===== config.mk =====
export PLATFORM = sky130hd
export DESIGN_NAME = btn_scan_ctrl
export DESIGN_NICKNAME = d
export VERILOG_FILES = /design/src/rtl/btn_scan_ctrl_pkg.sv /design/src/rtl/btn_scan_ctrl_sync_2ff.sv /design/src/rtl/btn_scan_ctrl.sv
export SDC_FILE = /design/constraint.sdc
export NUM_CORES = 1
export LEC_CHECK = 0
export BUFFER_PORTS_ARGS = -buffer_cell sky130_fd_sc_hd__buf_2
export CAP_MARGIN = 20
export CORE_UTILIZATION = 55
export DETAILED_ROUTE_END_ITERATION = 7
export PLACE_DENSITY = 0.78
export SLEW_MARGIN = 15
export SYNTH_ARGS = -nofsm -noshare
export SYNTH_HDL_FRONTEND = slang
export SYNTH_HIERARCHICAL = 1
export SYNTH_SLANG_ARGS = --single-unit

===== constraint.sdc =====
create_clock -name clk -period 5.6 [get_ports clk]
set_input_delay 1.12 -clock clk [delete_from_list [all_inputs] [get_ports clk]]
set_output_delay 1.12 -clock clk [all_outputs]
set_load 0.01 [all_outputs]

===== src/rtl/btn_scan_ctrl_pkg.sv =====
// Shared types and helpers for the scanned button controller.
package btn_pkg;

  typedef enum logic [0:0] {
    SCAN = 1'b0,
    HOLD = 1'b1
  } state_t;

  localparam logic EVT_PRESS   = 1'b1;
  localparam logic EVT_RELEASE = 1'b0;

  // Event byte: [7] edge direction, [6:3] zero, [2:0] button index.
  function automatic logic [7:0] make_evt(input logic edge_dir, input logic [2:0] idx);
    return {edge_dir, 4'b0000, idx};
  endfunction

endpackage


===== src/rtl/btn_scan_ctrl_sync_2ff.sv =====
// Two-flop synchronizer for one asynchronous input bit.
module sync_2ff (
  input  logic clk,
  input  logic rst,
  input  logic d,
  output logic q
);

  logic meta;

  // Two register stages to settle metastability before use.
  always_ff @(posedge clk or posedge rst) begin
    if (rst) begin
      meta <= 1'b0;
      q    <= 1'b0;
    end else begin
      meta <= d;
      q    <= meta;
    end
  end

endmodule


===== src/rtl/btn_scan_ctrl.sv =====
// Round-robin debounce of N_BTN buttons sharing one hold timer,
// with level/pulse outputs and a valid/ready event byte port.
module btn_scan_ctrl
  import btn_pkg::*;
#(
  parameter int N_BTN       = 4,
  parameter int HOLD_CYCLES = 256,
  parameter int CNT_W       = 11
) (
  input  logic             clk,
  input  logic             rst,
  input  logic [N_BTN-1:0] btn_raw,
  output logic [N_BTN-1:0] btn_level,
  output logic [N_BTN-1:0] press_pulse,
  output logic [N_BTN-1:0] release_pulse,
  output logic             evt_valid,
  output logic [7:0]       evt_data,
  input  logic             evt_ready
);

  localparam int PTR_W = (N_BTN > 1) ? $clog2(N_BTN) : 1;

  logic [N_BTN-1:0] btn_sync;

  state_t           state, state_n;
  logic [PTR_W-1:0] ptr, ptr_n, ptr_adv;
  logic [CNT_W-1:0] timer, timer_n;
  logic [N_BTN-1:0] level_n, press_n, release_n;
  logic             valid_n;
  logic [7:0]       data_n;
  logic [2:0]       ptr_idx;
  logic             new_lvl;

  for (genvar i = 0; i < N_BTN; i++) begin : g_sync
    sync_2ff u_sync (
      .clk (clk),
      .rst (rst),
      .d   (btn_raw[i]),
      .q   (btn_sync[i])
    );
  end

  assign ptr_idx = 3'(ptr);
  assign ptr_adv = (ptr == PTR_W'(N_BTN - 1)) ? '0 : ptr + PTR_W'(1);
  assign new_lvl = ~btn_level[ptr];

  // State, pointer, timer and all registered outputs.
  always_ff @(posedge clk or posedge rst) begin
    if (rst) begin
      state         <= SCAN;
      ptr           <= '0;
      timer         <= '0;
      btn_level     <= '0;
      press_pulse   <= '0;
      release_pulse <= '0;
      evt_valid     <= 1'b0;
      evt_data      <= '0;
    end else begin
      state         <= state_n;
      ptr           <= ptr_n;
      timer         <= timer_n;
      btn_level     <= level_n;
      press_pulse   <= press_n;
      release_pulse <= release_n;
      evt_valid     <= valid_n;
      evt_data      <= data_n;
    end
  end

  // Scan/hold decisions and next values for every register.
  always_comb begin
    state_n   = state;
    ptr_n     = ptr;
    timer_n   = timer;
    level_n   = btn_level;
    press_n   = '0;
    release_n = '0;
    valid_n   = evt_valid & ~evt_ready;
    data_n    = evt_data;
    unique case (state)
      SCAN: begin
        if (btn_sync[ptr] != btn_level[ptr]) begin
          // A pending event stalls the scan on this button rather than dropping it.
          if (!evt_valid) begin
            level_n[ptr] = new_lvl;
            if (new_lvl) press_n[ptr]   = 1'b1;
            else         release_n[ptr] = 1'b1;
            valid_n = 1'b1;
            data_n  = make_evt(new_lvl ? EVT_PRESS : EVT_RELEASE, ptr_idx);
            timer_n = '0;
            state_n = HOLD;
          end
        end else begin
          ptr_n = ptr_adv;
        end
      end
      HOLD: begin
        timer_n = timer + CNT_W'(1);
        if (timer == CNT_W'(HOLD_CYCLES - 1)) begin
          state_n = SCAN;
          ptr_n   = ptr_adv;
        end
      end
      default: state_n = SCAN;
    endcase
  end

endmodule


==> flow_summary.html <==
<table>
<tr><th>Metric</th><th>Value</th></tr>
<tr><th colspan="2">Pwr</th></tr>
<tr><td>Peak supply drop</td><td>0.248 mV</td></tr>
<tr><td>Static Leakage</td><td>just over 0.9 nW</td></tr>
<tr><td>Part of the power in registers</td><td>50.8%</td></tr>
<tr><td>Switching share of power</td><td>a little under two fifths</td></tr>
<tr><td>Combinational share of power</td><td>30.2%</td></tr>
<tr><td>Switching Power</td><td>approximately 280 uW</td></tr>
<tr><td>Int Pwr</td><td>roughly 480 uW</td></tr>
<tr><td>Power density normalized to cell area</td><td>409 nW/um2</td></tr>
<tr><td>Share of total power in the clock network</td><td>18.9%</td></tr>
<tr><th colspan="2">Drt</th></tr>
<tr><td>Drt first pass iters</td><td>6</td></tr>
<tr><td>Number of remaining DRC errors</td><td>10</td></tr>
<tr><td>Antenna-violating nets left</td><td>0</td></tr>
<tr><td>Detailed-route via count</td><td>between 1000 and 1500</td></tr>
<tr><td>Average routed wire per standard cell</td><td>13.1 um</td></tr>
<tr><td>Ratio of routed vias to standard cells</td><td>5.42</td></tr>
<tr><td>Wire length after detailed routing</td><td>2.64 mm</td></tr>
<tr><td>Detailed Route Iter0 Violations</td><td>50</td></tr>
<tr><th colspan="2">Timing</th></tr>
<tr><td>Number of endpoints with negative hold slack in the final report</td><td>0</td></tr>
<tr><td>Clock Skew</td><td>11.7 ps</td></tr>
<tr><td>Max-Slew Margin vs Limit</td><td>approximately 60%</td></tr>
<tr><td>Final period util</td><td>38.0%</td></tr>
<tr><td>Worst Hold Margin</td><td>364 ps</td></tr>
<tr><td>Setup_tns</td><td>0 ps</td></tr>
<tr><td>Max Clock Freq</td><td>around 470 MHz</td></tr>
<tr><td>Worst-Margin Slew</td><td>between 500 and 600 ps</td></tr>
<tr><td>Pins Over Slew Limit</td><td>0</td></tr>
<tr><td>Final critical path time including I/O delays and setup</td><td>2130 ps</td></tr>
<tr><td>RSZ-0062 raised after global routing</td><td>false</td></tr>
<tr><td>Setup-violating endpoint count in the final report</td><td>0</td></tr>
<tr><th colspan="2">CTS</th></tr>
<tr><td>Clk Latency, worst-skew pair</td><td>360 ps</td></tr>
<tr><td>Hold buffer count at CTS</td><td>0</td></tr>
<tr><td>Clock-pin slew on the worst setup and hold paths</td><td>~120 ps</td></tr>
<tr><td>Clock tree from TritonCTS</td><td>yes</td></tr>
<tr><td>Num CTS Buffers</td><td>5</td></tr>
<tr><td>CTS root buffer</td><td>sky130_fd_sc_hd__clkbuf_4</td></tr>
<tr><td>CTS H-Tree Depth</td><td>2</td></tr>
<tr><td>Sink Count</td><td>38</td></tr>
<tr><td>Number of resized instances in the post-cts repair step</td><td>0</td></tr>
<tr><td>Clock Tree Buf Depth</td><td>2</td></tr>
<tr><td>Post-CTS Setup Inserts</td><td>0</td></tr>
<tr><th colspan="2">Global route</th></tr>
<tr><td>Number of global-route vias before repair</td><td>between 1000 and 1500</td></tr>
<tr><td>Total grt overflow</td><td>0</td></tr>
<tr><td>Global-route wire length before repair</td><td>4.50 mm</td></tr>
<tr><td>Largest net degree at the start of global routing</td><td>31</td></tr>
<tr><td>Total global routing track utilization</td><td>18.8%</td></tr>
<tr><td>Antenna violations before repair</td><td>0</td></tr>
<tr><th colspan="2">Floorplanning</th></tr>
<tr><td>Die boundary width</td><td>57.3 um</td></tr>
<tr><td>Area of the die</td><td>~3300 um2</td></tr>
<tr><td>Core Area</td><td>2830 um2</td></tr>
<tr><td>Io pins</td><td>28</td></tr>
<tr><td>Row count</td><td>19</td></tr>
<tr><td>Die Y-Extent</td><td>57.3 um</td></tr>
<tr><td>Starting Density</td><td>between 50% and 60%</td></tr>
<tr><th colspan="2">Cells and area</th></tr>
<tr><td>Count of nets after finishing</td><td>183</td></tr>
<tr><td>Most common library cell in the layout ignoring fill and taps</td><td>sky130_fd_sc_hd__dfrtp_1</td></tr>
<tr><td>Area overhead of the layout relative to synthesis</td><td>10.5%</td></tr>
<tr><td>Proportion of layout cells with a drive suffix above 1</td><td>23.4%</td></tr>
<tr><td>Final instance area</td><td>between 1500 and 2000 um2</td></tr>
<tr><td>ANT cells</td><td>0</td></tr>
<tr><td>Commonest non-fill, non-tap cells in the layout</td><td>sky130_fd_sc_hd__dfrtp_1 (38), sky130_fd_sc_hd__buf_2 (22), sky130_fd_sc_hd__nor2_1 (18)</td></tr>
<tr><th colspan="2">Yosys</th></tr>
<tr><td>Async SR Flop Fraction</td><td>100%</td></tr>
<tr><td>Primary flip-flop cell chosen by synthesis mapping</td><td>sky130_fd_sc_hd__dfrtp_1</td></tr>
<tr><td>Count of yosys warnings during synthesis</td><td>6</td></tr>
<tr><td>Cell taking the most area after synthesis</td><td>sky130_fd_sc_hd__dfrtp_1</td></tr>
<tr><td>Number of flops mapped to enable cells by yosys</td><td>0</td></tr>
<tr><td>Most area-consuming cells after synthesis</td><td>sky130_fd_sc_hd__dfrtp_1 (57%), sky130_fd_sc_hd__ha_1 (4.5%), sky130_fd_sc_hd__nor2_1 (4.0%)</td></tr>
<tr><td>Syn Std Cell Area</td><td>1680 um2</td></tr>
<tr><td>Sequential-to-total area share from yosys stat</td><td>a little under three fifths</td></tr>
<tr><td>Distinct cell type count of the synthesized netlist</td><td>36</td></tr>
<tr><td>Cell count after synthesis</td><td>144</td></tr>
<tr><td>Portion of synthesized cell area occupied by the leading cell type</td><td>56.6%</td></tr>
<tr><td>Number of storage elements in the synthesis netlist</td><td>38</td></tr>
<tr><td>Average footprint of a synthesized cell</td><td>11.7 um2</td></tr>
<tr><th colspan="2">Placed design</th></tr>
<tr><td>Final GP Congestion</td><td>about 0.8</td></tr>
<tr><td>Number of I/O port buffers</td><td>22</td></tr>
<tr><td>Detailed-placement wirelength estimate</td><td>1.93 mm</td></tr>
<tr><td>Placed cell area</td><td>1800 um2</td></tr>
<tr><th colspan="2">Run</th></tr>
<tr><td>Number of maximum-capacitance violations</td><td>0</td></tr>
<tr><th colspan="2">Setup path</th></tr>
<tr><td>Nature of the critical path endpoint</td><td>flop</td></tr>
<tr><td>Data arrival, critical path</td><td>2380 ps</td></tr>
<tr><td>Maximum net fanout on the critical path</td><td>9</td></tr>
<tr><td>Ordered cell list for the critical path</td><td>mux4_2 -&gt; xor2_4 -&gt; a21oi_4 -&gt; a221o_1</td></tr>
<tr><td>Worst reg2reg setup slack</td><td>3470 ps</td></tr>
<tr><td>Cell class contributing the biggest share of worst-path delay</td><td>multiplexers</td></tr>
<tr><td>Worst Path Class, Setup</td><td>flop to flop</td></tr>
<tr><td>Kind of launch point of the worst setup path</td><td>flop</td></tr>
<tr><td>Largest incremental delay on the critical path</td><td>680 ps</td></tr>
<tr><td>Buffers plus inverters on the worst setup path</td><td>0</td></tr>
<tr><td>Standard cell with the maximum stage delay on the critical path</td><td>sky130_fd_sc_hd__mux4_2</td></tr>
<tr><td>Worst path required time</td><td>slightly below 6000 ps</td></tr>
<tr><th colspan="2">Run status</th></tr>
<tr><td>Run status</td><td>finished with violations</td></tr>
<tr><td>Failing checks</td><td>DRC</td></tr>
<tr><th colspan="2">Worst hold path</th></tr>
<tr><td>Hold WC Path Type</td><td>flop to flop</td></tr>
</table>
==> synthesized netlist by cell type, types with 3 or more instances <==
library cell	instances
sky130_fd_sc_hd__a31oi_1	5
sky130_fd_sc_hd__o21ai_1	4
sky130_fd_sc_hd__nor2_1	18
sky130_fd_sc_hd__mux2_1	4
sky130_fd_sc_hd__dfrtp_1	38
sky130_fd_sc_hd__nand2_1	10
sky130_fd_sc_hd__inv_1	8
sky130_fd_sc_hd__buf_4	5
sky130_fd_sc_hd__and2_1	3
sky130_fd_sc_hd__ha_1	6
sky130_fd_sc_hd__nand4_1	4
sky130_fd_sc_hd__xor2_1	5
sky130_fd_sc_hd__a22o_1	3
sky130_fd_sc_hd__o21ai_0	3
==> power groups by stage <==
stage | clock network, mW | registers, mW | logic, mW
floorplan | 0 | 0.380 | 0.186
global placement | 0 | 0.387 | 0.221
detailed placement | 0 | 0.392 | 0.232
CTS | 0.147 | 0.386 | 0.233
global route | 0.157 | 0.396 | 0.261
finish | 0.144 | 0.386 | 0.230
==> stage by stage <==
stage	total power, mW	util [%]	setup slack [ps]	instances
floorplan	0.566	-	3580	148
global placement	0.609	63.6	3460	194
detailed placement	0.624	63.6	3410	194
CTS	0.766	65.6	3460	202
global route	0.814	65.6	3320	202
finish	0.760	65.6	3470	202
==> state kept, by name (all words and copies together), names as in the netlist <==
signal	cells
state	1
ptr	2
timer	11
press_pulse	4
evt_data	3
g_sync.u_sync/q	4
evt_valid	1
btn_level	4
g_sync.u_sync/meta	4
release_pulse	4
==> path summary, 6_finish.rpt <==
kind | to | startpoint | depth (start not counted)
min in group asynchronous | g_sync[3].u_sync/meta | rst | 2
setup / recovery | timer[9] | ptr[0] | 4
hold reg to reg | g_sync[3].u_sync/q | g_sync[3].u_sync/meta | 0
hold / removal | g_sync[3].u_sync/q | g_sync[3].u_sync/meta | 0
max in group asynchronous | state | rst | 2
setup reg to reg | timer[9] | ptr[0] | 4
==> kinds of logic (layout without fill, tap and decap cells) <==
| kind of cell | after synthesis | after routing | synth area share, % |
|---|---|---|---|
| and+or+nand+nor | 48 | 48 | 13.8 |
| muxes | 7 | 7 | 6.03 |
| buffers and inverters | 15 | 38 | 4.54 |
| adders and majority gates | 6 | 6 | 4.47 |
| xor gates and xnor gates | 7 | 7 | 4.77 |
| other | 1 | 5 | 0.223 |
| AOI/OAI and AO/OA | 22 | 22 | 9.61 |
| DFF | 38 | 38 | 56.6 |
==> final cells by class <==
class,instances,area (um2)
fill,229,972
clock inverter,3,21.3
tap,31,38.8
timing repair buffer,22,110
inverter,8,30.0
clock buffer,5,37.5
multi-input combinational,95,668
sequential,38,951
==> layer usage <==
layer | up-vias | routed length (um) | GRT usage, %
li1 | 539 | - | -
met1 | 515 | 1200 | 23.0
met2 | 33 | 1260 | 30.8
met3 | 7 | 139 | 6.80
met4 | 0 | 43 | 7.32
met5 | - | 0 | 0
Power figures use the tool's default switching activity.
